===== config.mk =====
export PLATFORM = sky130hd
export DESIGN_NAME = morse_key_decoder
export DESIGN_NICKNAME = d
export VERILOG_FILES = /design/src/rtl/morse_key_decoder.sv
export SDC_FILE = /design/constraint.sdc
export NUM_CORES = 1
export LEC_CHECK = 0
export BUFFER_PORTS_ARGS = -buffer_cell sky130_fd_sc_hd__buf_2
export CAP_MARGIN = 10
export CORE_ASPECT_RATIO = 0.6
export CORE_MARGIN = 2
export CORE_UTILIZATION = 56
export CTS_CLUSTER_DIAMETER = 150
export DETAILED_ROUTE_END_ITERATION = 12
export PLACE_DENSITY = 0.72
export SYNTH_ARGS = -nofsm -noshare
export SYNTH_HDL_FRONTEND = slang
export SYNTH_SLANG_ARGS = --single-unit

===== constraint.sdc =====
create_clock -name clk -period 6.2 [get_ports clk]
set_clock_uncertainty 0.05 [all_clocks]
set_input_delay 0.93 -clock clk [delete_from_list [all_inputs] [get_ports clk]]
set_output_delay 0.93 -clock clk [all_outputs]
set_load 0.005 [all_outputs]

===== src/rtl/morse_key_decoder.sv =====
// Morse key receiver: times key_in marks and spaces in Morse units, then emits 5-bit character codes and word-gap spaces.
// Optional macro MORSE_DEC_GLITCH_FILTER_EN discards marks shorter than max(1, UNIT_CYCLES/4).
module morse_key_decoder #(
  parameter int UNIT_CYCLES = 8
) (
  input  logic       clk,
  input  logic       rst,
  input  logic       key_in,
  output logic [4:0] char_code,
  output logic       char_valid,
  output logic       char_err,
  output logic       busy
);
  localparam int CW = $clog2(8*UNIT_CYCLES + 1);
  localparam logic [CW-1:0] SAT      = CW'(8*UNIT_CYCLES);
  localparam logic [CW-1:0] DASH_LEN = CW'(2*UNIT_CYCLES);
  // cnt excludes the current cycle, so a low run reaches N on the cycle cnt == N-1
  localparam logic [CW-1:0] CHR_END  = CW'(2*UNIT_CYCLES - 1);
  localparam logic [CW-1:0] WRD_END  = CW'(5*UNIT_CYCLES - 1);

  typedef enum logic [1:0] {IDLE, MARK, SPACE, GAP} state_t;

  state_t        state, prev;
  logic          k1, key_s, key_d;
  logic [CW-1:0] cnt;
  logic [3:0]    sr;
  logic [2:0]    nsym;
  logic          ovf;
  logic          rise, fall, glitch;
  logic [4:0]    dec;

  assign rise = key_s & ~key_d;
  assign fall = ~key_s & key_d;

`ifdef MORSE_DEC_GLITCH_FILTER_EN
  localparam logic [CW-1:0] GLITCH_LEN = CW'((UNIT_CYCLES/4 < 1) ? 1 : UNIT_CYCLES/4);
  assign glitch = (cnt < GLITCH_LEN);
`else
  assign glitch = 1'b0;
`endif

  // International Morse A-Z, dot=0 dash=1, first symbol is the MSB of the nsym-bit pattern
  function automatic logic [4:0] lookup(input logic [2:0] n, input logic [3:0] p);
    case ({n, p})
      {3'd2, 4'b0001}: lookup = 5'd1;
      {3'd4, 4'b1000}: lookup = 5'd2;
      {3'd4, 4'b1010}: lookup = 5'd3;
      {3'd3, 4'b0100}: lookup = 5'd4;
      {3'd1, 4'b0000}: lookup = 5'd5;
      {3'd4, 4'b0010}: lookup = 5'd6;
      {3'd3, 4'b0110}: lookup = 5'd7;
      {3'd4, 4'b0000}: lookup = 5'd8;
      {3'd2, 4'b0000}: lookup = 5'd9;
      {3'd4, 4'b0111}: lookup = 5'd10;
      {3'd3, 4'b0101}: lookup = 5'd11;
      {3'd4, 4'b0100}: lookup = 5'd12;
      {3'd2, 4'b0011}: lookup = 5'd13;
      {3'd2, 4'b0010}: lookup = 5'd14;
      {3'd3, 4'b0111}: lookup = 5'd15;
      {3'd4, 4'b0110}: lookup = 5'd16;
      {3'd4, 4'b1101}: lookup = 5'd17;
      {3'd3, 4'b0010}: lookup = 5'd18;
      {3'd3, 4'b0000}: lookup = 5'd19;
      {3'd1, 4'b0001}: lookup = 5'd20;
      {3'd3, 4'b0001}: lookup = 5'd21;
      {3'd4, 4'b0001}: lookup = 5'd22;
      {3'd3, 4'b0011}: lookup = 5'd23;
      {3'd4, 4'b1001}: lookup = 5'd24;
      {3'd4, 4'b1011}: lookup = 5'd25;
      {3'd4, 4'b1100}: lookup = 5'd26;
      default:         lookup = 5'd31;
    endcase
  endfunction

  assign dec = lookup(nsym, sr);

  always_ff @(posedge clk) begin
    if (rst) begin
      k1    <= 1'b0;
      key_s <= 1'b0;
      key_d <= 1'b0;
      cnt   <= '0;
    end else begin
      k1    <= key_in;
      key_s <= k1;
      key_d <= key_s;
      if (key_s != key_d) cnt <= CW'(1);
      else if (cnt != SAT) cnt <= cnt + CW'(1);
    end
  end

  always_ff @(posedge clk) begin
    if (rst) begin
      state      <= IDLE;
      prev       <= IDLE;
      sr         <= '0;
      nsym       <= '0;
      ovf        <= 1'b0;
      char_code  <= '0;
      char_valid <= 1'b0;
      char_err   <= 1'b0;
      busy       <= 1'b0;
    end else begin
      char_valid <= 1'b0;
      char_err   <= 1'b0;
      case (state)
        IDLE: if (rise) begin
          state <= MARK;
          prev  <= IDLE;
          busy  <= 1'b1;
          sr    <= '0;
          nsym  <= '0;
          ovf   <= 1'b0;
        end
        MARK: if (fall) begin
          if (glitch) begin
            state <= prev;
            busy  <= (prev != IDLE);
          end else begin
            state <= SPACE;
            if (nsym == 3'd4) ovf <= 1'b1;
            else begin
              sr   <= {sr[2:0], (cnt >= DASH_LEN)};
              nsym <= nsym + 3'd1;
            end
          end
        end
        SPACE: begin
          if (rise) begin
            state <= MARK;
            prev  <= SPACE;
          end else if (!key_s && cnt >= CHR_END) begin
            state      <= GAP;
            char_valid <= 1'b1;
            char_code  <= ovf ? 5'd31 : dec;
            char_err   <= ovf || (dec == 5'd31);
          end
        end
        GAP: begin
          if (rise) begin
            state <= MARK;
            prev  <= GAP;
            sr    <= '0;
            nsym  <= '0;
            ovf   <= 1'b0;
          end else if (!key_s && cnt >= WRD_END) begin
            state      <= IDLE;
            busy       <= 1'b0;
            char_valid <= 1'b1;
            char_code  <= 5'd0;
          end
        end
        default: state <= IDLE;
      endcase
    end
  end
endmodule


# After elaboration in Yosys (flattened, before gate mapping)
# Memories as Yosys holds them, arrays and structs flattened. A register that Yosys moved wholly into a read port is not among the register bits.
# Cells that the tools add are included.
# Widths: inputs -> output; s select.
# classes
bitwise	6
n_addsub	2
n_lt_le_gt_ge	3
n_reduce_logical	17
eq_ne	18
muxes	38
# op_table
op	n
$mux 5	5
$ne 2x2->1 const B	8
$reduce_and 4->1	4
$mux 7	2
$mux 1	12
$mux 2	6
$mux 4	3
$pmux 5 s2	1
$mux 3	3
$pmux 2 s4	1
$pmux 4 s2	1
$reduce_bool 2->1	4
$add 7x1->7 const B	1
$ge 7x4->1 const B	1
$ge 7x5->1 const B	1
$ge 7x6->1 const B	1
$ne 7x7->1 const B	1
$ne 3x3->1 const B	2
$pmux 1 s2	3
$pmux 3 s2	1
$eq 5x5->1 const B	1
$reduce_and 5->1	1
$eq 2x2->1 const B	2
$not 1->1	4
12 further kinds	15
# totals
input_bits	3
romBits	640
regBits	28
out_inout_bits	8
elab_cells	98
n_memories	1
# mem_list
memory	depth	word_bits	read_ports	rd_clocked_by_memory_dff	wr	line	rtl
(name not given)	128	5	1	1	0	44	case ({n, p})

# Logic depth before layout (Yosys ltp)
# depth
word_depth	6
depth_mapped	13
depth_no_buf	12

# Least setup slack after synthesis
# No wires, ideal clock.
# synth_path
path_type	in2reg
from	in rst
to	reg, netlist name dec[4]
path_stages	9
slack_ns	3.189
required_ns	6.009
setup_ns	0.141
arrival_time_ns	2.819
n_path_buf	3
cell_sequence	clkbuf_1 -> clkbuf_1 -> clkbuf_1 -> nor2_1 -> inv_1 -> ha_1 -> nand3_1 -> a2111oi_0 -> a221oi_1
# synth_rtl
element	line	rtl
start: declaration	7	input logic rst,

==> summary.md <==
| Metric | Value |
|---|---|
| Rows | `17` |
| Register area | `~660 sq um` |
| Diodes inserted | `0` |
| Setup WS pre-CTS | `roughly 3.0 ns` |
| Rel. slew slack | `approximately 60%` |
| TritonCTS Sinks | `33` |
| Cell count after placement | `312` |
| Residual DRC | `0` |
| H-tree depth | `2` |
| Die area | `0.004361 sq mm` |
| WL final | `roughly 5 mm` |
| Critical R2R Capture | `dec[1]` |
| Fin nets | `between 200 and 300` |
| DR WL/cell | `15.45 um` |
| Tcrit/Tclk final | `a little over half` |
| Library cells used by synthesis | `a little under 60` |
| Non-Filler Instances | `319` |
| FMAX | `approximately 0.31 GHz` |
| Setup violators final | `0` |
| ANT nets after route | `0` |
| Vias per cell | `6.000` |
| Final hold vios | `0` |
| Die Height | `~52 um` |
| CTS Hold Bufs | `0` |
| R2R depth | `12` |
| Worst-Skew Late Latency | `~0.29 ns` |
| Power Density | `about 230 mW/mm^2` |
| CTS Buf Count | `5` |
| Max-slew violation count | `0` |
| Synthesis-stage register bit count | `33` |
| Share of layout cells above drive strength 1 | `~14%` |
| Initial drt markers | `around 140` |
| WP data arrival | `3.41 ns` |
| Ys Warns | `0` |
| Sequential fraction of the synthesis area | `approximately 30%` |
| Root Buffer | `clkbuf_8` |
| Fill cells | `between 300 and 400` |
| RSZ-0062 raised after global routing | `false` |
| Worst hold-check path type | `register to register` |
| Mapped Nets | `around 280` |
| Hold path depth | `1` |
| Global route overflow | `0` |
| Setup TNS | `0 ns` |
| Core area | `roughly 0.0037 sq mm` |
| Mapped Area | `about 0.0021 sq mm` |
| Fin worst setup slack | `~2.9 ns` |
| Slew @ Worst Pin | `between 0.5 and 0.6 ns` |
| Post-CTS sizing | `0` |
| Area of the multi-input gates | `roughly 0.0014 sq mm` |
| Critical path class | `register to register` |
| Total leakage power | `0.9100 nW` |
| Vias in the first global route | `about 1600` |
| Fin Hold WS | `around 0.40 ns` |
| Most common flop cell mapped by yosys | `dfxtp_1` |
| Avg Synthesized Cell Area | `8.195 sq um` |
| Max cap viols | `0` |
| Final Critical Period | `around 3.3 ns` |
| Area growth, synth to finish | `7.168%` |
| Die W | `between 80 and 90 um` |
| EDFF count, synth | `0` |
| Largest net degree at the start of global routing | `30` |
| Routability cong. | `between 0.9 and 1` |
| Total number of vias | `approximately 1900` |
| Worst Path Max Fanout | `9` |
| Post-Synthesis Cells | `~260` |
| Crit path launch | `state[0]` |
| CTS tree | `yes` |
| Max IR drop VDD | `approximately 0.15 mV` |
| Initial core utilization | `58.35%` |
| Crit. End Element | `register` |
| DP Wirelength | `around 3.6 mm` |
| CP Launch Type | `register` |
| Async S/R FF share, synth | `0%` |
| Clock-pin slew on the worst setup and hold paths | `0.07 ns` |
| First-pass GRT wire length | `8.245 mm` |
| Overall Global Routing Usage | `between 20% and 30%` |
| Required @ worst endpoint | `6.36 ns` |
| Reg2reg setup slack | `2.95 ns` |
| Status | `finished clean` |
| Postcts setup bufs | `0` |
| Antenna violations before repair | `0` |
| Ports | `11` |
| Drt pass-1 iters | `5` |
| Crit path to | `dec[1]` |
| Clock Tree Buf Depth | `2` |
| R2R Path Start | `state[0]` |
| PortBufs | `10` |
==> routing by layer <==
metal / wire, um / up-vias / global-route usage [%] / part of all wire [%]
met5: 0 / - / 0 / 0
li1: - / 961 / - / -
met3: 405 / 5 / 6.032 / 8.2
met4: 48 / 0 / 5.645 / 0.97
met2: 1753 / 67 / 31.60 / 36
met1: 2722 / 881 / 38.53 / 55
==> sequential cells by signal (all words and copies together) (netlist names) <==
register,flops
busy,1
char_code,5
char_err,1
char_valid,1
cnt,7
dec,5
k1,1
key_d,1
key_s,1
nsym,3
ovf,1
sr,4
state,2
==> cells by family (layout without fill, tap and decap cells) <==
family | after synthesis | count (layout) | synth area share, %
AOI/OAI and AO/OA | 80 | 80 | 27.04
xor gates and xnor gates | 6 | 6 | 2.448
adders and majority gates | 16 | 16 | 9.324
buffers and inverters | 31 | 41 | 6.119
DFF | 33 | 33 | 30.77
muxes | 6 | 6 | 3.438
and+or+nand+nor | 90 | 90 | 20.86
==> critical path, stage by stage, from the launching register on <==
cell and delay (ns):
dfxtp_1 0.43, inv_1 0.10, ha_1 0.51, mux2_2 0.42, o21ai_2 0.14, a22oi_2 0.18, nor2_1 0.26, inv_1 0.13
ha_1 0.30, inv_1 0.10, mux2i_1 0.09, a221o_1 0.32, a32oi_1 0.15
==> cells in the mapped netlist (3+ instances only) <==
cell type | count | share of area [%]
xor2_1 | 3 | 1.2
o32ai_1 | 3 | 1.2
o211ai_1 | 4 | 1.4
and2_1 | 3 | 0.87
nor2_1 | 25 | 4.4
a21o_1 | 3 | 1.0
xnor2_1 | 3 | 1.2
o21ai_0 | 15 | 3.5
a31oi_1 | 6 | 1.7
ha_1 | 16 | 9.3
nor3_1 | 6 | 1.4
nand2_1 | 23 | 4.0
clkbuf_1 | 5 | 0.87
mux2i_1 | 4 | 1.9
a21oi_1 | 17 | 4.0
nand3_1 | 11 | 2.6
dfxtp_1 | 33 | 31
nand4_1 | 3 | 0.87
or3_1 | 3 | 0.87
inv_1 | 23 | 4.0
==> cell type report <==
| cell class | count | share of cell area [%] |
|---|---|---|
| clock buffers | 7 | 3.752 |
| inverters | 24 | 3.915 |
| multi-input cells | 198 | 58.89 |
| well taps | 47 | 2.556 |
| repair buffers | 10 | 2.175 |
| flip-flops and latches | 33 | 28.71 |
==> metrics by stage <==
step / cell area (sq um) / utilization [%] / total power (W)
after floorplan: 2147 / - / 0.0003548
after global placement: 2215 / 60.18 / 0.0003683
after detailed placement: 2215 / 60.18 / 0.0003692
after CTS: 2301 / 62.53 / 0.0005338
after global routing: 2301 / 62.53 / 0.0005628
final: 2301 / 62.53 / 0.0005361
==> where the power goes <==
part	internal [W]	leakage, nW	total, W	switching, W
clock	0.0000881	0.0443	0.000167	0.0000788
combinational	0.0000504	0.598	0.000140	0.0000894
sequential	0.000220	0.267	0.000229	0.00000969
total	0.000358	0.910	0.000536	0.000178
==> how the worst min path moves through the flow <==
stage / startpoint / endpoint / slack, ns
global placement: k1 / key_s / 0.37
floorplan: k1 / key_s / 0.36
global route: char_code[3] / char_code[3] / 0.42
detailed placement: k1 / key_s / 0.38
CTS: k1 / key_s / 0.40
finish: k1 / key_s / 0.40
==> cells in the final DEF (no fill, tap or decap), types with 2 or more instances in the layout <==
cell type / count
nor2_1: 25
o21a_1: 2
nand2_1: 23
a221o_1: 2
a221oi_1: 2
and3_1: 2
buf_2: 10
nand2b_1: 2
o32ai_1: 3
xnor2_1: 3
a32o_1: 2
a21oi_1: 17
and2_1: 3
nor2b_1: 2
a21oi_2: 2
clkbuf_8: 6
a31oi_1: 6
inv_1: 23
mux2i_1: 4
o32a_1: 2
a311oi_1: 2
nor3_1: 6
a21boi_2: 2
xor2_1: 3
ha_1: 16
a2bb2oi_1: 2
nand3_1: 11
or3_1: 3
a21o_1: 3
nand4_1: 3
o21ai_0: 15
o211ai_1: 4
a32oi_1: 2
dfxtp_1: 33
No activity file was read; power rests on OpenSTA's default activity.
